`src/rtl/count_sequencer.sv`:
```
// count_sequencer: round-robin sequencer that advances a bank of step
// counters through one shared adder, in bursts launched by start.
module count_sequencer #(
   parameter int unsigned NUM_CH  = 3,
   parameter int unsigned WIDTH   = 8,
   parameter int unsigned BURST_W = 8
) (
   input  logic                       clk,
   input  logic                       reset_n,
   input  logic                       cfg_we,
   input  logic [$clog2(NUM_CH)-1:0]  cfg_idx,
   input  logic [WIDTH-1:0]           cfg_step,
   input  logic                       start,
   input  logic [BURST_W-1:0]         burst_len,
   input  logic                       abort,
   input  logic [NUM_CH-1:0]          req,
   output logic [NUM_CH-1:0]          grant,
   output logic [NUM_CH*WIDTH-1:0]    count,
   output logic                       busy,
   output logic                       done,
   output logic [BURST_W-1:0]         beats
);

   localparam int unsigned IDX_W = $clog2(NUM_CH);

   localparam logic [1:0] S_IDLE = 2'd0;
   localparam logic [1:0] S_RUN  = 2'd1;
   localparam logic [1:0] S_DONE = 2'd2;

   logic [1:0]         state_q, state_d;
   logic [BURST_W-1:0] len_q, len_d;
   logic [BURST_W-1:0] beats_q, beats_d;
   logic [BURST_W-1:0] beats_inc;
   logic [IDX_W-1:0]   rr_q, rr_d;
   logic [WIDTH-1:0]   step_q  [NUM_CH];
   logic [WIDTH-1:0]   count_q [NUM_CH];

   logic               hit;
   logic [IDX_W-1:0]   gidx;
   logic [IDX_W-1:0]   cand;
   logic               grant_en;

   assign beats_inc = beats_q + BURST_W'(1);
   assign grant_en  = (state_q == S_RUN) && !abort && hit;

   // Round-robin search: first requesting channel at or above rr_q, wrapping
   always_comb begin
      hit  = 1'b0;
      gidx = '0;
      cand = '0;
      for (int unsigned off = 0; off < NUM_CH; off++) begin
         cand = IDX_W'((32'(rr_q) + off) % NUM_CH);
         if (!hit && req[cand]) begin
            hit  = 1'b1;
            gidx = cand;
         end
      end
   end

   // One-hot grant, only when a beat is actually consumed this cycle
   always_comb begin
      grant = '0;
      for (int unsigned i = 0; i < NUM_CH; i++) begin
         grant[i] = grant_en && (gidx == IDX_W'(i));
      end
   end

   // Burst control: next state, burst length, beat count and rr pointer
   always_comb begin
      state_d = state_q;
      len_d   = len_q;
      beats_d = beats_q;
      rr_d    = rr_q;
      case (state_q)
         S_IDLE: begin
            if (start) begin
               beats_d = '0;
               if (burst_len != '0) begin
                  len_d   = burst_len;
                  state_d = S_RUN;
               end else begin
                  state_d = S_DONE;
               end
            end
         end
         S_RUN: begin
            if (abort) begin
               state_d = S_DONE;
            end else if (grant_en) begin
               beats_d = beats_inc;
               rr_d    = (gidx == IDX_W'(NUM_CH - 1)) ? '0 : gidx + IDX_W'(1);
               if (beats_inc == len_q) begin
                  state_d = S_DONE;
               end
            end
         end
         S_DONE:  state_d = S_IDLE;
         default: state_d = S_IDLE;
      endcase
   end

   // Control registers
   always_ff @(posedge clk or negedge reset_n) begin
      if (!reset_n) begin
         state_q <= S_IDLE;
         len_q   <= '0;
         beats_q <= '0;
         rr_q    <= '0;
      end else begin
         state_q <= state_d;
         len_q   <= len_d;
         beats_q <= beats_d;
         rr_q    <= rr_d;
      end
   end

   // Step registers; the granted counter reads the old step in a write cycle
   always_ff @(posedge clk or negedge reset_n) begin
      if (!reset_n) begin
         for (int unsigned i = 0; i < NUM_CH; i++) begin
            step_q[i] <= WIDTH'(i + 1);
         end
      end else begin
         for (int unsigned i = 0; i < NUM_CH; i++) begin
            if (cfg_we && (cfg_idx == IDX_W'(i))) begin
               step_q[i] <= cfg_step;
            end
         end
      end
   end

   // Shared adder: only the granted counter advances, wrapping silently
   always_ff @(posedge clk or negedge reset_n) begin
      if (!reset_n) begin
         for (int unsigned i = 0; i < NUM_CH; i++) begin
            count_q[i] <= '0;
         end
      end else begin
         for (int unsigned i = 0; i < NUM_CH; i++) begin
            if (grant[i]) begin
               count_q[i] <= count_q[i] + step_q[i];
            end
         end
      end
   end

   // Pack the counter bank onto the flat output bus
   always_comb begin
      count = '0;
      for (int unsigned i = 0; i < NUM_CH; i++) begin
         count[i*WIDTH +: WIDTH] = count_q[i];
      end
   end

   assign busy  = (state_q == S_RUN);
   assign done  = (state_q == S_DONE);
   assign beats = beats_q;

endmodule

```
`config.mk`:
```
export PLATFORM = sky130hd
export DESIGN_NAME = count_sequencer
export DESIGN_NICKNAME = d
export VERILOG_FILES = /design/src/rtl/count_sequencer.sv
export SDC_FILE = /design/constraint.sdc
export NUM_CORES = 1
export LEC_CHECK = 0
export ABC_AREA = 0
export BUFFER_PORTS_ARGS = -buffer_cell sky130_fd_sc_hd__buf_4
export CAP_MARGIN = 10
export CORE_ASPECT_RATIO = 1.75
export CORE_MARGIN = 2
export CORE_UTILIZATION = 57
export CTS_CLUSTER_DIAMETER = 80
export DETAILED_ROUTE_END_ITERATION = 10
export PLACE_DENSITY_LB_ADDON = 0.1
export SLEW_MARGIN = 10
export SYNTH_ARGS = -nofsm -noshare
export SYNTH_HDL_FRONTEND = slang
export SYNTH_SLANG_ARGS = --single-unit
```
`constraint.sdc`:
```
create_clock -name clk -period 3.1 [get_ports clk]
set_input_delay 0.62 -clock clk [delete_from_list [all_inputs] [get_ports clk]]
set_output_delay 0.62 -clock clk [all_outputs]
set_load 0.03 [all_outputs]
```
After elaboration in Yosys (flattened, before gate mapping):

Index checks and enable logic that the tools add are counted.
W data, S select, Z words.

* word-level logic and storage cells: 81
* bits of input ports: 26
* flip-flop bits (word level): 68

* eq/ne operators: 12
* magnitude comparators: 3
* add/sub/neg operators: 7
* divide/modulo/power cells: 3
* bitwise gates (word level): 1
* mux-type cells: 23
* reduce and logical (&&, ||, !) cells: 22

Operators with widths (count)
* $mod A32 B2 Y32 const B: 2
* $mod A2 B2 Y32 const B: 1
* $add A8 B8 Y8: 3
* $mux W8: 3
* $mux W2: 9
* $pmux W8 S2: 1
* $logic_and A1 B1 Y1: 10
* $lt A2 B3 Y1 const B: 3
* $reduce_and A3 Y1: 3
* $add A8 B1 Y8 const B: 1
* $eq A8 B8 Y1: 1
* $reduce_bool A8 Y1: 1
* $bmux W1 S2: 3
* $eq A2 B1 Y1 const B: 3
* $eq A2 B2 Y1 const B: 3
* $logic_not A2 Y1: 3
* $mux W1: 6
* $ne A3 B2 Y1 const B: 2
* $ne A2 B2 Y1 const B: 2
* $pmux W2 S2: 1
* $reduce_and A4 Y1: 1
* $add A2 B1 Y3 const B: 1
* $add A2 B2 Y3 const B: 1
* $logic_not A1 Y1: 3
* other kinds (4): 4

Longest topological paths before layout:

* depth after elaboration: 14
* gate-level depth with buffers: 10

Worst setup path after synthesis:

Ideal clock, no wire load.

* path type: reg2out
* start: register rr_q[0]
* end: output port grant[2]
* arrival time: 1916 ps
* stages on the path, launching flop included: 10
* buffers on the path: 2
* slack: 564 ps
* cells stage by stage: dfrtp_1 > inv_1 > ha_1 > o32a_1 > o221a_2 > and2_1 > buf_6 > nand2_4 > buf_6 > inv_2

* word-level cells in the longest chain between the ends: 12

Ends and longest elaborated chain
* start, declared: RTL line 34 `logic [IDX_W-1:0] rr_q, rr_d;`
* start signal, assigned: RTL line 113 `rr_q <= rr_d;`
* parallel branches: the longest is 11 deep, another holds $mod A32 B2 Y32
* $logic_and A1 B1 Y1 (*): RTL line 64 `grant[i] = grant_en && (gidx == IDX_W'(i));`
* end, declared: RTL line 17 `output logic [NUM_CH-1:0] grant,`

Every way passes the cells marked *. The select of a mux whose other input is x is not followed.

Final worst setup path:

* start: register rr_q[0]
* end: output port grant[1]

* word-level cells in the longest chain between the ends: 12

Ends and longest elaborated chain (RTL line)
* parallel branches: the longest is 11 deep, another holds $mod A32 B2 Y32
* $logic_and A1 B1 Y1 (*): 64

Marked as above.

==> metrics.txt <==
CTS clk-pin slew, worst paths 50 ps; P_leak 0.00222 µW; Post-synth ARST share 100%; grt ovf 0; first-pass GRT wire length 13800 µm; Cells after Synth 367; number of port buffers 62; peak supply drop 616 µV; Row Count 39; syn avg cell area 10.5 µm²; number of global-route vias before repair 3006; Sink Count 68; area leader, netlist dfrtp_1; die height 113 µm; final hold vios 0; Critical Path Start rr_q[0]$_DFFE_PN0P_; aggregate global-route resource usage 24.4%; initial core utilization 59.0%; RSZ-0062 raised after global routing no; antenna violations before repair 0; Period minus WS final 2930 ps; Rel. slew slack 42.8%; post-route setup TNS 0 ps; syn_nets 420; Via Count 3016; sequential fraction of the synthesis area 44.2%; Yosys top cell area share 41.5%; Yosys cell types 54; DRC Markers 0; # nets final 492; total CTS buffers 9; largest net degree at the start of global routing 69; layout cells sized above 1 28.8%; Max clock buf depth 2; fmax 342 MHz; die width 66.2 µm; hold-fix buffers at CTS 0; CP endpoint kind output pin; Setup Skew 7.17 ps; CORE AREA 6540 µm²; Die ar. 7470 µm²; vias per cell 5.73; yosys warns 0; Final HPWL DP 6390 µm; Power Total 4690 µW; synth top area cells dfrtp_1 41%, mux2_2 9.0%, ha_1 7.8%; FF+latch count, synth 68; routability cong. 0.824; boundary pin count 63; Critical Path AT 2310 ps; reg-to-reg critical path startpoint rr_q[0]$_DFFE_PN0P_; Setup crit start kind flip-flop; CP Max Fanout 7; Worst Tran Pin Value 858 ps; DRT iter0 DRCs 189; worst endpoint required time 2480 ps; Final Max Tran Viols 0; Tcrit/Tclk final 94.4%; critical path class reg -> out; clk_lat worst skew 330 ps; DR WL/cell 16.2 µm; Pwr Density 990 nW/µm²; synthesized cell area 3860 µm²; Setup Slack @ Placement 383 ps; CTS tree yes; H-tree depth 3; post-route ant nets 0; maxcap violations 0; Post-synth EDFFs 0; Primary FF master, synth dfrtp_1; status complete, no violations; final wirelength 8530 µm; P&R area growth vs syn 22.9%; worst min-delay path category in -> async; Setup-failing EPs final 0; clk root buf clkbuf_16; drt first pass iters 4; n_diodes 0; setup ws final 174 ps
[metrics by stage]
| step | cells | hold WS [ps] | instance area (µm²) | utilization [%] |
|---|---|---|---|---|
| floorplan | 367 | 324 | 3860 | - |
| detailed placement | 510 | 462 | 4410 | 67.5 |
| finish | 526 | 393 | 4740 | 72.5 |
| global placement | 510 | 459 | 4410 | 67.5 |
| global route | 526 | 464 | 4740 | 72.5 |
| CTS | 526 | 438 | 4740 | 72.5 |
[registers in the layout (all words and copies together) (netlist names)]
signal,cells
step_q,24
rr_q,2
beats,8
count,24
state_q,2
len_q,8
[worst max-delay path, stage by stage, from the launching register on]
cell and delay, ps:
dfrtp_1 380, inv_1 60, ha_1 360, o32a_1 380, o221a_2 290, and2_4 220
nand2_2 80, inv_2 60, buf_4 160
[kinds of logic (layout without fill, tap and decap cells)]
logic type	Yosys count	after routing	synth area share, %
flops	68	68	44.2
mux	38	38	11.1
xor+xnor	25	25	5.67
fa+ha+maj	27	27	9.34
simple gates	113	113	14.8
compound gates	70	70	11.6
buf+inv	26	103	3.24
[layout by cell type, fill, tap and decap left out, drive strengths merged, types with 6 or more instances in the layout]
master / n
buf: 66
dfrtp: 64
nand2: 40
mux2: 37
o21ai: 30
ha: 24
nor2: 22
inv: 21
xnor2: 15
clkbuf: 12
nor2b: 11
xor2: 10
a21oi: 10
nand3: 8
nor3: 8
o31ai: 6
nor3b: 6
[area by class of cell]
| cell class | instances | area [µm²] |
|---|---|---|
| flip-flops and latches | 68 | 1710 |
| multi-input cells | 273 | 2030 |
| clock buffers | 12 | 256 |
| inverters | 21 | 78.8 |
| well taps | 82 | 103 |
| repair buffers | 66 | 495 |
| fillers | 488 | 1800 |
| clock inverters | 4 | 72.6 |
[cells in the mapped netlist, types with 4 or more instances]
cell type  count
o31ai_1        6
dfstp_2        4
nor2_1        21
nor3b_1        5
mux2_1         6
nand3_1        8
dfrtp_1       64
a21oi_1        9
o21ai_1       18
or3_1          4
a21boi_0       4
ha_1          24
xnor2_1       15
nand2_1       37
o21a_1         4
o21ai_0       12
xor2_1        10
nor3_1         7
inv_1         19
mux2_2        31
nor2b_1       11
[repair_timing]
| action | 4_1_cts | 5_1_grt |
|---|---|---|
| buffers inserted | 0 | 0 |
| endpoints found under the setup margin | 0 | 2 |
| resized for setup | 0 | 2 |
[report_power, final]
group | internal, µW | switching (µW)
logic | 955 | 1200
clock network | 746 | 368
registers | 1180 | 243
[final timing paths]
check                                   endpoint  slack [ps]  depth (start not counted)
max                                     grant[1]         170                          8
min                         count[8]$_DFFE_PN0P_         390                          1
max reg2reg                count[16]$_DFFE_PN0P_         680                          8
min reg2reg                count[15]$_DFFE_PN0P_         480                          1
max in group asynchronous   beats[0]$_DFFE_PN0P_        2140                          1
min in group clk           count[15]$_DFFE_PN0P_         480                          1
[routing by layer]
metal / vias to the layer above / wire length [µm] / track usage (%)
li1: 1441 / - / -
met1: 1477 / 3240 / 26.1
met2: 78 / 4720 / 44.1
met3: 20 / 309 / 4.87
met4: 0 / 261 / 11.8
met5: - / 0 / 0
No activity file was read; power rests on OpenSTA's default activity.
